==> src/rtl/ma_filter_pkg.sv <==
// ma_filter_pkg: shared widths, window limit and state type
// for the moving-average shaper.
package ma_filter_pkg;

  localparam int SIZE_ADC_DATA    = 12;
  localparam int SIZE_FILTER_DATA = 16;
  localparam int MA_LOG2_MAX_LEN  = 5;

  typedef enum logic {
    ST_FILL,
    ST_RUN
  } ma_state_t;

endpackage

==> src/rtl/ma_delay_line.sv <==
// ma_delay_line: circular sample buffer, 2^LOG2_DEPTH deep.
// Ports: clk, reset (async low), wr_en/wr_data write port,
// win = log2 of tail offset, tail = sample written 2^win ago.
module ma_delay_line
  import ma_filter_pkg::*;
#(
  parameter int DATA_W     = SIZE_ADC_DATA,
  parameter int LOG2_DEPTH = MA_LOG2_MAX_LEN,
  parameter int WIN_W      = $clog2(LOG2_DEPTH + 1)
) (
  input  logic              clk,
  input  logic              reset,
  input  logic              wr_en,
  input  logic [DATA_W-1:0] wr_data,
  input  logic [WIN_W-1:0]  win,
  output logic [DATA_W-1:0] tail
);

  localparam int DEPTH = 1 << LOG2_DEPTH;

  logic [DATA_W-1:0]     mem [DEPTH];
  logic [LOG2_DEPTH-1:0] wr_ptr;
  logic [LOG2_DEPTH-1:0] rd_ptr;

  // Full-depth window truncates the offset to 0, so the tail
  // is the old word at wr_ptr, read before this edge's write.
  assign rd_ptr = wr_ptr
    - LOG2_DEPTH'((LOG2_DEPTH + 1)'(1) << win);
  assign tail   = mem[rd_ptr];

  always_ff @(posedge clk or negedge reset) begin
    if (!reset) begin
      wr_ptr <= '0;
    end else if (wr_en) begin
      wr_ptr <= wr_ptr + LOG2_DEPTH'(1);
    end
  end

  always_ff @(posedge clk) begin
    if (wr_en) begin
      mem[wr_ptr] <= wr_data;
    end
  end

endmodule

==> src/rtl/ma_filter.sv <==
// ma_filter: run-time selectable boxcar average, window 2^win_log2.
// Ports: clk, reset (async low), input_valid/input_data sample in,
// win_log2 window select (clamped), output_data/output_strobe mean,
// peak_data/peak_strobe held peak (only with MA_FILTER_PEAK_EN).
module ma_filter
  import ma_filter_pkg::*;
#(
  parameter int DATA_W       = SIZE_ADC_DATA,
  parameter int OUT_W        = SIZE_FILTER_DATA,
  parameter int LOG2_MAX_LEN = MA_LOG2_MAX_LEN,
  parameter int PEAK_THR     = 0
) (
  input  logic                              clk,
  input  logic                              reset,
  input  logic                              input_valid,
  input  logic [DATA_W-1:0]                 input_data,
  input  logic [$clog2(LOG2_MAX_LEN+1)-1:0] win_log2,
  output logic [OUT_W-1:0]                  output_data,
  output logic                              output_strobe,
  output logic [OUT_W-1:0]                  peak_data,
  output logic                              peak_strobe
);

  localparam int ACC_W  = DATA_W + LOG2_MAX_LEN;
  localparam int FCNT_W = LOG2_MAX_LEN + 1;
  localparam int WIN_W  = $clog2(LOG2_MAX_LEN + 1);

  if (OUT_W < DATA_W || PEAK_THR < 0
      || 64'(PEAK_THR) >= (64'(1) << OUT_W)) begin : g_bad_cfg
    $error("ma_filter: bad OUT_W or PEAK_THR");
  end

  ma_state_t         state, state_nxt;
  logic [WIN_W-1:0]  cur_win, win_req;
  logic [ACC_W-1:0]  acc, acc_nxt;
  logic [FCNT_W-1:0] fill_cnt, fill_nxt, win_len;
  logic [DATA_W-1:0] tail;
  logic              win_chg, accept;
  logic              out_vld, out_vld_nxt;

  assign win_req = (win_log2 > WIN_W'(LOG2_MAX_LEN))
                 ? WIN_W'(LOG2_MAX_LEN) : win_log2;
  assign win_chg = (win_req != cur_win);
  assign accept  = input_valid && !win_chg;
  assign win_len = FCNT_W'(1) << cur_win;

  ma_delay_line #(
    .DATA_W    (DATA_W),
    .LOG2_DEPTH(LOG2_MAX_LEN),
    .WIN_W     (WIN_W)
  ) u_dly (
    .clk    (clk),
    .reset  (reset),
    .wr_en  (accept),
    .wr_data(input_data),
    .win    (cur_win),
    .tail   (tail)
  );

  always_comb begin
    state_nxt   = state;
    acc_nxt     = acc;
    fill_nxt    = fill_cnt;
    out_vld_nxt = 1'b0;
    unique case (1'b1)
      win_chg: begin
        state_nxt = ST_FILL;
        acc_nxt   = '0;
        fill_nxt  = '0;
      end
      accept: begin
        // Tail only leaves the sum once the window is full.
        acc_nxt = acc + ACC_W'(input_data)
          - ((state == ST_RUN) ? ACC_W'(tail) : '0);
        if (fill_cnt != win_len) begin
          fill_nxt = fill_cnt + FCNT_W'(1);
        end
        if (fill_nxt == win_len) begin
          state_nxt = ST_RUN;
        end
        out_vld_nxt = (state_nxt == ST_RUN);
      end
      default: ;
    endcase
  end

  always_ff @(posedge clk or negedge reset) begin
    if (!reset) begin
      state         <= ST_FILL;
      cur_win       <= '0;
      acc           <= '0;
      fill_cnt      <= '0;
      out_vld       <= 1'b0;
      output_strobe <= 1'b0;
      output_data   <= '0;
    end else begin
      state         <= state_nxt;
      cur_win       <= win_req;
      acc           <= acc_nxt;
      fill_cnt      <= fill_nxt;
      out_vld       <= out_vld_nxt;
      output_strobe <= out_vld;
      if (out_vld) begin
        output_data <= OUT_W'(DATA_W'(acc >> cur_win));
      end
    end
  end

`ifdef MA_FILTER_PEAK_EN
  logic             armed;
  logic [OUT_W-1:0] peak_max;

  // Watches the published stream: arm above threshold, publish
  // the running max on the first strobed value back at/below it.
  always_ff @(posedge clk or negedge reset) begin
    if (!reset) begin
      armed       <= 1'b0;
      peak_max    <= '0;
      peak_data   <= '0;
      peak_strobe <= 1'b0;
    end else begin
      peak_strobe <= 1'b0;
      if (win_chg) begin
        armed    <= 1'b0;
        peak_max <= '0;
      end else if (output_strobe) begin
        if (output_data > OUT_W'(PEAK_THR)) begin
          armed <= 1'b1;
          if (!armed || output_data > peak_max) begin
            peak_max <= output_data;
          end
        end else if (armed) begin
          peak_data   <= peak_max;
          peak_strobe <= 1'b1;
          armed       <= 1'b0;
        end
      end
    end
  end
`else
  assign peak_data   = '0;
  assign peak_strobe = 1'b0;
`endif

endmodule

==> config.mk <==
export PLATFORM = sky130hd
export DESIGN_NAME = ma_filter
export DESIGN_NICKNAME = d
export VERILOG_FILES = /design/src/rtl/ma_filter_pkg.sv /design/src/rtl/ma_delay_line.sv /design/src/rtl/ma_filter.sv
export SDC_FILE = /design/constraint.sdc
export NUM_CORES = 1
export LEC_CHECK = 0
export CORE_ASPECT_RATIO = 1.25
export CORE_UTILIZATION = 40
export CTS_CLUSTER_SIZE = 24
export DETAILED_ROUTE_END_ITERATION = 8
export PLACE_DENSITY = 0.61
export SETUP_SLACK_MARGIN = 0.15
export SYNTH_ARGS = -nofsm -noshare
export SYNTH_HDL_FRONTEND = slang
export SYNTH_HIERARCHICAL = 1
export SYNTH_SLANG_ARGS = --single-unit
==> constraint.sdc <==
create_clock -name clk -period 6.1 [get_ports clk]
set_input_delay 0.915 -clock clk [delete_from_list [all_inputs] [get_ports clk]]
set_output_delay 0.915 -clock clk [all_outputs]
set_load 0.005 [all_outputs]
== Yosys cells after proc, flatten, opt, wreduce, memory -nomap -nowiden ==
Memory sizes are Yosys's and may differ from the RTL's.
Index checks and enable logic that the tools add are counted.
Storage, ports and cells
  bits in registers: 46
  bits in latches: 0
  bits in writable memories: 384
  ROM bits: 0
  input port bits: 18
  output and inout bits: 34
  logic and storage cells: 34
  memories: 1
Memory list
  u_dly.mem: depth 32, width 12, rd ports 1, clocked after Yosys merged registers in 0, wr ports 1, line ma_delay_line.sv:21  | logic [DATA_W-1:0] mem [DEPTH];
Cells by class
  add/subtract/negate cells: 5
  multiply operators: 0
  div/mod/pow operators: 0
  magnitude comparators: 1
  eq/ne operators: 3
  shift operators: 2
  muxes and demuxes: 11
  bitwise gates (word level): 0
  reductions and logical operators: 3
Operator list (count)
  $pmux W17 S2: 1
  $add A17 B12 Y17: 1
  $shr A17 B3 Y12: 1
  $sub A17 B12 Y17: 1
  $mux W12: 1
  $mux W6: 2
  $pmux W6 S2: 1
  $add A6 B1 Y6 const B: 1
  $eq A6 B6 Y1: 1
  $ne A6 B6 Y1: 1
  $shl A1 B3 Y6 const A: 1
  $add A5 B1 Y5 const B: 1
  $sub A5 B5 Y5: 1
  $mux W1: 4
  $gt A3 B3 Y1 const B: 1
  $mux W3: 1
  $ne A3 B3 Y1: 1
  $pmux W1 S2: 1
  $reduce_bool A2 Y1: 1
  $logic_and A1 B1 Y1: 1
  $logic_not A1 Y1: 1

== Depth between registers and ports, before layout ==
Gate-level depths: netlist of the first run.
  depth in word-level cells: 9
  mapped depth: 23
  mapped depth without buffers: 22

== Modules after synthesis ==
Netlist of the first run, hierarchy kept.
Modules (own cells, without submodules)
  ma_delay_line: instances 1, cells each 682, area an instance 15344.7 µm², seq. area each 11656.2 µm²
  ma_filter: instances 1, cells each 466, area an instance 3867.5 µm², seq. area each 1026.0 µm²

== Worst setup path after synthesis of the first run ==
No wires, ideal clock.
  kind: register to register
  start point: reg cur_win[0]
  end point: reg acc[16]
  library setup time: 0.128 ns
  arrival: 4.725 ns
  required time: 5.972 ns
  setup slack: 1.247 ns
  cell stages (with the launch flop): 22
  buffers on the path: 3
  clock period less this slack: 4.853 ns
  path through: dfrtp_1 or3b_2 inv_1 fa_1 buf_2 clkbuf_1 mux4_2 mux2_2 o22ai_1 a221oi_2 and2_1 fa_1 inv_1 ha_1 clkbuf_1 a211oi_1 nand3_1 o32ai_1 a31oi_1 mux2i_1 o21ai_0 o31ai_1
On the way
  longest elaborated chain between the ends: 6
  elaborated cells on any way between the ends: 10
  those cells by class: 2 x add/sub; 1 x eq/ne; 1 x shift; 2 x mux; 3 x reduce/logical; 1 x memory
Ends and longest elaborated chain
  start: declaration: line ma_filter.sv:34  | logic [WIN_W-1:0] cur_win, win_req;
  start signal: assignment: line ma_filter.sv:98  | cur_win <= win_req;
  $shl A1 B3 Y6: line ma_delay_line.sv:28  | - LOG2_DEPTH'((LOG2_DEPTH + 1)'(1) << win);
  $sub A5 B5 Y5: line ma_delay_line.sv:28
  $mem_v2 Z32 W12
  net tail[7]: line ma_filter.sv:37  | logic [DATA_W-1:0] tail;
  $mux W12: line ma_filter.sv:74  | - ((state == ST_RUN) ? ACC_W'(tail) : '0);
  $sub A17 B12 Y17: line ma_filter.sv:74
  $pmux W17 S2: line ma_filter.sv:65  | unique case (1'b1)
  end signal: assignment: line ma_filter.sv:99  | acc <= acc_nxt;
  end: declaration: line ma_filter.sv:35  | logic [ACC_W-1:0] acc, acc_nxt;
The timed path passes the listed nets, and every way through them passes these cells.
A chain may end at the register's enable or synchronous reset.

== Final worst setup path of the first run ==
  start point: reg u_dly.wr_ptr[0]
  end point: reg acc[14]
On the way
  longest elaborated chain between the ends: 5
Ends and longest elaborated chain
  start: declaration: line ma_delay_line.sv:22  | logic [LOG2_DEPTH-1:0] wr_ptr;
  start signal: assignment: line ma_delay_line.sv:35  | wr_ptr <= wr_ptr + LOG2_DEPTH'(1);
  $sub A5 B5 Y5: line ma_delay_line.sv:28
  $mem_v2 Z32 W12
  net tail[2]: line ma_filter.sv:37
  $mux W12: line ma_filter.sv:74
  $sub A17 B12 Y17: line ma_filter.sv:74
  $pmux W17 S2: line ma_filter.sv:65
The timed path passes the listed nets, and every way through them passes these cells.

==> results by group, run 1 <==
Pwr
  – Comb power frac: 0.376
  – Seq pwr share: 0.357
  – Worst VDD drop: 0.3045 mV
  – Switching Fraction: 0.3213
  – Int Pwr: 6370 µW
  – Pwr dens: 429.0 nW/µm²
  – Leakage: 0.007534 µW
  – Clock network fraction of total power: 0.267
  – Switching pwr: 3016 µW

Run status
  – Status: complete, no violations

Global routing
  – Largest net degree at the start of global routing: 49
  – Vias in the first global route: 10,450
  – Remaining Overflow, GRT: 0
  – Antenna violations before repair: 0
  – M3 GR Usage: 0.02400
  – GRT busiest layer: met2
  – Met1 Use GR: 0.2235
  – M2 GR Usage: 0.3249
  – Total track usage: 0.1796
  – First-pass GRT wire length: 64,930 µm

STA
  – Post-route setup TNS: 0 ps
  – Endpoints failing hold: 0
  – Ratio of final minimum period to clock period: 0.9226
  – Hold slack final: 476.5 ps
  – Tmin final: 5628 ps
  – RSZ-0062 raised after global routing: false
  – Tightest Pin Transition: 764.2 ps
  – Slew Viols, Final: 0
  – Setup violators final: 0
  – Setup Skew: 24.62 ps
  – Max Clk Rate: 0.1777 GHz
  – Worst slew margin: 0.4886

Cells and area
  – # fillers: 4,071
  – Final Core Density: 0.4623
  – Fraction of layout cells with a size suffix above 1: 0.2235
  – Area Overhead vs Synth: 13.87%
  – FF/Latch Area: 12,680 µm²
  – ANT cells: 0
  – Multi-input logic area: 5906 µm²
  – # nets final: 1,291

Clock network
  – Total CTS buffers: 42
  – H-tree depth: 2
  – Clock latency on the worst-skew pair: 550 ps
  – Clock-pin slew on the worst setup and hold paths: 60 ps
  – Clock tree buffer depth: 3
  – Post-CTS Hold Fix Bufs: 0
  – Root Buffer: clkbuf_16
  – # clock sinks: 430
  – CTS tree: yes

Routing
  – Via Count: 9,963
  – DRT Pass-1 Iters: 5
  – Routed Antenna Nets: 0
  – DR DRC count: 0
  – Initial DRC Count: 692
  – DR vias/cell: 5.235
  – Detailed-route wire length per cell: 22.40 µm
  – Total Routed Length: 42,640 µm

Die
  – I/O pin total: 52
  – Row count: 89
  – Core area: 47,330 µm²
  – Starting Density: 0.4059
  – Die width: 198.0 µm
  – Die area: 48,920 µm²
  – Chip height: 247.0 µm

Critical path
  – Critical path type: flop to flop
  – Slowest cell on crit path: fa_4
  – Data required, critical path: 6500 ps
  – Crit end category: flop
  – Worst Path Arrival: 6030 ps
  – Cell Chain, Critical Path: inv_1 > ha_4 > fa_4 > buf_16 > mux4_2 > mux2_2 > o22ai_1 > a221oi_2 > and2_1 > fa_1 > inv_1 > ha_1 > nand2b_1 > a21oi_1 > nor3_1 > nand3_1 > a31oi_1 > xor2_1 > o22ai_1
  – Setup crit start kind: flop
  – Worst-path fanout max: 48
  – Max incr delay on CP: 970 ps

Place
  – Port Buffer Count: 30
  – Post-DP HPWL: 27,590 µm
  – RD Place Congestion: 0.8894

Yosys
  – YS warnings: 6
  – Post-synth EDFFs: 384
  – Sequential cell area fraction in the yosys report: 0.6601
  – Post-synth cell types: 67
  – Ys async rst share: 0.1070
  – Most used DFF post-synth: edfxtp_1
  – Syn Area/Cell: 16.74 µm²
  – Post-Syn Area: 19,210 µm²
  – Post-Syn Instances: 1,148
  – Register bit total from synthesis: 430

Hold path
  – HP Class: input pin to asynchronous set/reset pin

Flow run
  – Maximum Capacitance Violations: 0
-- cell usage in the layout, fill, tap and decap left out, types with 21 or more instances in the layout --
| cell type | instances |
|---|---|
| a21oi_1 | 26 |
| buf_4 | 63 |
| clkbuf_16 | 43 |
| clkdlybuf4s50_1 | 29 |
| conb_1 | 21 |
| dfrtp_1 | 46 |
| edfxtp_1 | 384 |
| ha_1 | 25 |
| inv_1 | 74 |
| mux2_2 | 26 |
| mux2i_1 | 61 |
| mux4_2 | 97 |
| nand2_1 | 38 |
| nor2_1 | 81 |
-- routing by layer --
| layer | part of all wire | vias up |
|---|---|---|
| met3 | 0.035 | 54 |
| met1 | 0.42 | 5137 |
| li1 | - | 4559 |
| met2 | 0.53 | 213 |
| met5 | 0 | - |
| met4 | 0.024 | 0 |
-- area by class of cell --
| class | count | area share |
|---|---|---|
| flip-flops and latches | 430 | 0.5797 |
| multi-input cells | 586 | 0.2699 |
| inverters | 75 | 0.01287 |
| clock buffers | 49 | 0.05021 |
| clock inverters | 27 | 0.01029 |
| repair buffers | 99 | 0.04055 |
| well taps | 637 | 0.03643 |
-- cell usage after synthesis, drive strengths merged, types with 4 or more instances --
| library cell | number | area share |
|---|---|---|
| a221oi | 11 | 0.0086 |
| buf | 56 | 0.020 |
| nor3 | 4 | 0.0010 |
| inv | 74 | 0.014 |
| ha | 26 | 0.017 |
| a21oi | 28 | 0.0077 |
| a21o | 8 | 0.0031 |
| o211ai | 6 | 0.0023 |
| nand2 | 38 | 0.0074 |
| nand3b | 5 | 0.0020 |
| mux2 | 26 | 0.015 |
| nor2b | 4 | 0.0013 |
| mux4 | 97 | 0.11 |
| a211oi | 5 | 0.0020 |
| nor2 | 82 | 0.016 |
| xnor2 | 19 | 0.0087 |
| a41oi | 5 | 0.0027 |
| and2 | 12 | 0.0039 |
| and3 | 6 | 0.0020 |
| clkbuf | 21 | 0.0041 |
| o21ai | 18 | 0.0051 |
| mux2i | 61 | 0.032 |
| a31oi | 8 | 0.0029 |
| dfrtp | 46 | 0.060 |
| fa | 13 | 0.014 |
| nand2b | 5 | 0.0016 |
| nand3 | 15 | 0.0044 |
| xor2 | 14 | 0.0068 |
| edfxtp | 384 | 0.60 |
| o22ai | 15 | 0.0049 |
-- flip-flops by register name, indices dropped and copies added, names as in the netlist --
signal and cells:
output_data 12, state 1, cur_win 3, output_strobe 1, out_vld 1, u_dly/wr_ptr 5
acc 17, fill_cnt 6, u_dly/mem 384
-- power by group through the flow --
stage / Combinational (µW) / Clock [µW] / Sequential, µW
final: 3530 / 2510 / 3350
after global routing: 3780 / 2670 / 3360
after CTS: 3570 / 2560 / 3350
after global placement: 3550 / 0 / 3410
after floorplan: 2500 / 0 / 3400
after detailed placement: 3550 / 0 / 3420
-- worst paths after layout --
kind / from / to / slack (ps) / cells past startpoint
max: u_dly/wr_ptr[0] / acc[14] / 470 / 19
min in group clk: output_data[3] / output_data[3] / 520 / 1
min reg2reg: output_data[3] / output_data[3] / 520 / 1
max in group asynchronous: reset / output_data[10] / 5190 / 2
max reg2reg: u_dly/wr_ptr[0] / acc[14] / 470 / 19
min: reset / u_dly/wr_ptr[4] / 480 / 2
-- worst max-delay path: cells and delay by family (launching register included) --
family | cells | cell delay, ps
buffers and inverters | 3 | 470
adder cells (fa/ha/maj) | 4 | 1950
flip-flops | 1 | 430
AO/OA/AOI/OAI | 5 | 810
XOR/XNOR | 1 | 160
multiplexers | 2 | 670
AND/OR/NAND/NOR | 4 | 930
-- cells by family (layout without fill, tap and decap cells) --
family | count (synthesis) | in the layout | share of synthesized area
flip-flops | 430 | 430 | 0.6601
AND/OR/NAND/NOR | 187 | 187 | 0.04689
multiplexers | 184 | 184 | 0.1607
buffers and inverters | 152 | 250 | 0.03868
AO/OA/AOI/OAI | 122 | 122 | 0.04748
adder cells (fa/ha/maj) | 39 | 39 | 0.03048
XOR/XNOR | 33 | 33 | 0.01544
other | 1 | 21 | 0.0001952
-- timing repair --
| item | in CTS | in global routing |
|---|---|---|
| buffers inserted | 0 | 1 |
| endpoints found under the setup margin | 0 | 5 |
| resized for setup | 0 | 5 |
-- stage by stage --
stage	cells	setup slack [ps]	power, µW	cell area, µm²
final	1903	471.9	9386	21880
after global routing	1903	173.9	9812	21880
after CTS	1902	408.1	9485	21850
after detailed placement	1826	456.5	6968	20520
after global placement	1826	497.3	6959	20520
after floorplan	1168	1247	5898	19290
No activity file was read; power rests on OpenSTA's default activity.
==> inputs of run 2 (changes only) <==
- ABC_AREA: unset -> 1
==> run 2 against run 1 <==
  * Setup slack improved by 390 ps
  * Critical path depth increased by 6
  * Synthesized cell count increased by 84%
  * Worst hold slack improved by 1.1 ps
  * Sequential power about the same
  * Area after synthesis increased by 7.0%
  * Global-route usage increased by 1.8 points
  * Via count increased by 44%
  * Non-clock buffer count decreased by 7
  * Power increased by 5.1%
  * Clock skew increased by 4.9 ps
  * Flip-flop and latch count unchanged
  * Largest power group unchanged
==> results by group, run 2 <==
Run status
  – Status: complete, no violations

Yosys
  – Most frequent cell after synthesis: nand2_1
  – Register bit total from synthesis: 430
  – Post-synth cell types: 44
  – YS warnings: 6
  – Ys async rst share: 0.1070
  – Post-synth top cells: 632 x nand2_1, 384 x edfxtp_1, 349 x nand3_1
  – Synth area leaders: edfxtp_1 56%, nand2_1 12%, nand3_1 8.5%
  – Post-synth top area share: 0.5608
  – Sequential cell area fraction in the yosys report: 0.6168
  – Post-Syn Area: 20,560 µm²
  – Syn Area/Cell: 9.713 µm²
  – Most used DFF post-synth: edfxtp_1
  – Post-Syn Instances: 2,117
  – Post-synth EDFFs: 384
  – Leading area contributor after synthesis: edfxtp_1

STA
  – Setup violators final: 0
  – Hold slack final: 477.6 ps
  – Endpoints failing hold: 0
  – Ratio of final minimum period to clock period: 0.8590
  – RSZ-0062 raised after global routing: false
  – Worst slew margin: 0.2718
  – Post-route setup TNS: 0 ps
  – Setup Skew: 29.52 ps
  – Slew Viols, Final: 0
  – Tightest Pin Transition: 1092 ps
  – Tmin final: 5240 ps
  – Max Clk Rate: 0.1908 GHz

Die
  – Row count: 92
  – I/O pin total: 52
  – Die width: 204.8 µm
  – Die area: 52,320 µm²
  – Chip height: 255.5 µm
  – Core area: 50,650 µm²
  – Starting Density: 0.4060

Cells and area
  – Max FFs per register: 384
  – # fillers: 4,772
  – Top reg by flops: u_dly/mem
  – Commonest non-fill, non-tap cell in the layout: nand2_1
  – Top Registers: u_dly/mem: 384 flops, acc: 17 flops, output_data: 12 flops
  – Final cell count without fillers: 2,846
  – Area Overhead vs Synth: 12.01%
  – Fraction of layout cells with a size suffix above 1: 0.07130
  – Most frequent cells in the layout: 632 x nand2_1, 384 x edfxtp_1, 349 x nand3_1, 308 x inv_1
  – Post-route cell area: 23,030 µm²
  – # nets final: 2,213
  – ANT cells: 0
  – Final Core Density: 0.4547

Global routing
  – Largest net degree at the start of global routing: 193
  – Vias in the first global route: 13,840
  – Remaining Overflow, GRT: 0
  – Total track usage: 0.1981
  – First-pass GRT wire length: 79,120 µm
  – Antenna violations before repair: 0

Place
  – Cell Area, Placed: 21,660 µm²
  – Post-DP HPWL: 32,720 µm
  – Port Buffer Count: 30
  – RD Place Congestion: 0.9044
  – Number of placed cells counting well taps: 2,768

Critical path
  – FF-to-FF Start: cur_win[1]
  – Worst-path fanout max: 22
  – Reg-to-reg critical path endpoint: acc[12]
  – Worst Path Arrival: 5670 ps
  – Crit end category: flop
  – R2R depth: 25
  – R2r setup slk: 860 ps
  – Setup crit start kind: flop
  – Critical path type: flop to flop
  – Data required, critical path: 6530 ps

Clock network
  – Post_cts resized: 0
  – # clock sinks: 430
  – Post-CTS setup buffers: 0
  – Clock tree buffer depth: 3
  – Post-CTS Hold Fix Bufs: 0
  – Clock latency on the worst-skew pair: 590 ps
  – H-tree depth: 2
  – Total CTS buffers: 44
  – CTS tree: yes
  – Clock-pin slew on the worst setup and hold paths: 60 ps
  – Root Buffer: clkbuf_16

Routing
  – Initial DRC Count: 1,114
  – DR DRC count: 0
  – Total Routed Length: 51,260 µm
  – DR vias/cell: 5.044
  – Detailed-route wire length per cell: 18.01 µm
  – Routed Antenna Nets: 0
  – Via Count: 14,350
  – DRT Pass-1 Iters: 5

Hold path
  – HP Class: flop to flop
  – Worst hold endpoint: output_data[2]
  – WHS Path Cells: 2
  – Hold path startpoint: output_data[2]

Pwr
  – Pwr dens: 428.4 nW/µm²
  – Worst VDD drop: 0.5486 mV
  – Leakage: 0.009799 µW

Flow run
  – Maximum Capacitance Violations: 0
-- run 2: cell types whose count changed in the layout (fill, tap and decap cells not counted), moves of 26 or more --
cell,change
nand3_1,+336
inv_1,+234
nand2_1,+594
mux4_2,-97
o21ai_0,+41
mux2_2,-26
mux2i_1,-57
-- run 2: critical path, cell delays in order (launching register included) --
cell and delay [ps]:
dfrtp_1 370, buf_4 300, nand3_1 160, ha_1 510, xor2_4 540, buf_4 420, nand3_1 110, nand3_1 130
nand3_1 150, nand2_1 100, nand2_1 60, inv_1 90, fa_1 450, fa_1 420, nor2_1 180, nor2_1 60
o21bai_1 200, nand2_1 80, nand2_1 140, nand2_1 90, nand2_1 120, nand2_1 70, nand2_1 90, a21oi_1 70
o21ai_0 80, o21ai_0 100
-- run 2: power by group --
group | switching, µW | internal [µW] | total, µW | leakage (µW)
Clock | 1140 | 1460 | 2600 | 0.000670
Sequential | 72.7 | 3300 | 3370 | 0.00406
Combinational | 2750 | 1140 | 3890 | 0.00507
-- run 2: final cells by class --
type | instances | area, µm² | area share
Clock buffer | 51 | 1127 | 0.04895
Clock inverter | 27 | 244.0 | 0.01059
Inverter | 314 | 1186 | 0.05150
Multi-Input combinational cell | 1274 | 6157 | 0.2673
Sequential cell | 430 | 12680 | 0.5507
Tap cell | 658 | 823.3 | 0.03575
Timing Repair Buffer | 92 | 810.8 | 0.03520
-- run 2: worst max path at each step --
stage / from / to / depth (start not counted)
detailed placement: cur_win[1] / acc[12] / 25
global placement: cur_win[2] / acc[12] / 26
global route: cur_win[0] / acc[12] / 29
CTS: cur_win[1] / acc[12] / 25
finish: cur_win[1] / acc[12] / 25
floorplan: cur_win[2] / acc[10] / 30
-- run 2: cells by family (layout without fill, tap and decap cells) --
logic type                 after synthesis  count (layout)  synth area share
and+or+nand+nor                       1077            1077            0.2235
buffers and inverters                  433             484           0.09018
DFF                                    430             430            0.6168
AOI/OAI and AO/OA                      114             114           0.03085
adders and majority gates               39              39           0.02848
xor gates and xnor gates                19              19          0.008093
muxes                                    4               4          0.001947
other                                    1              21         0.0001824
-- run 2: stage by stage --
stage | total power, µW | setup slack (ps)
CTS | 9927 | 933.5
global route | 10420 | 477.8
floorplan | 6006 | 1850
detailed placement | 7317 | 959.9
finish | 9866 | 859.8
global placement | 7279 | 1028
-- run 2: metal layers --
metal  vias up  share of wire  track usage
li1       6978              -            -
met1      6917           0.41       0.2414
met2       367           0.51       0.3420
met3        92          0.047      0.02903
met4         0          0.042      0.09266
met5         -              0            0
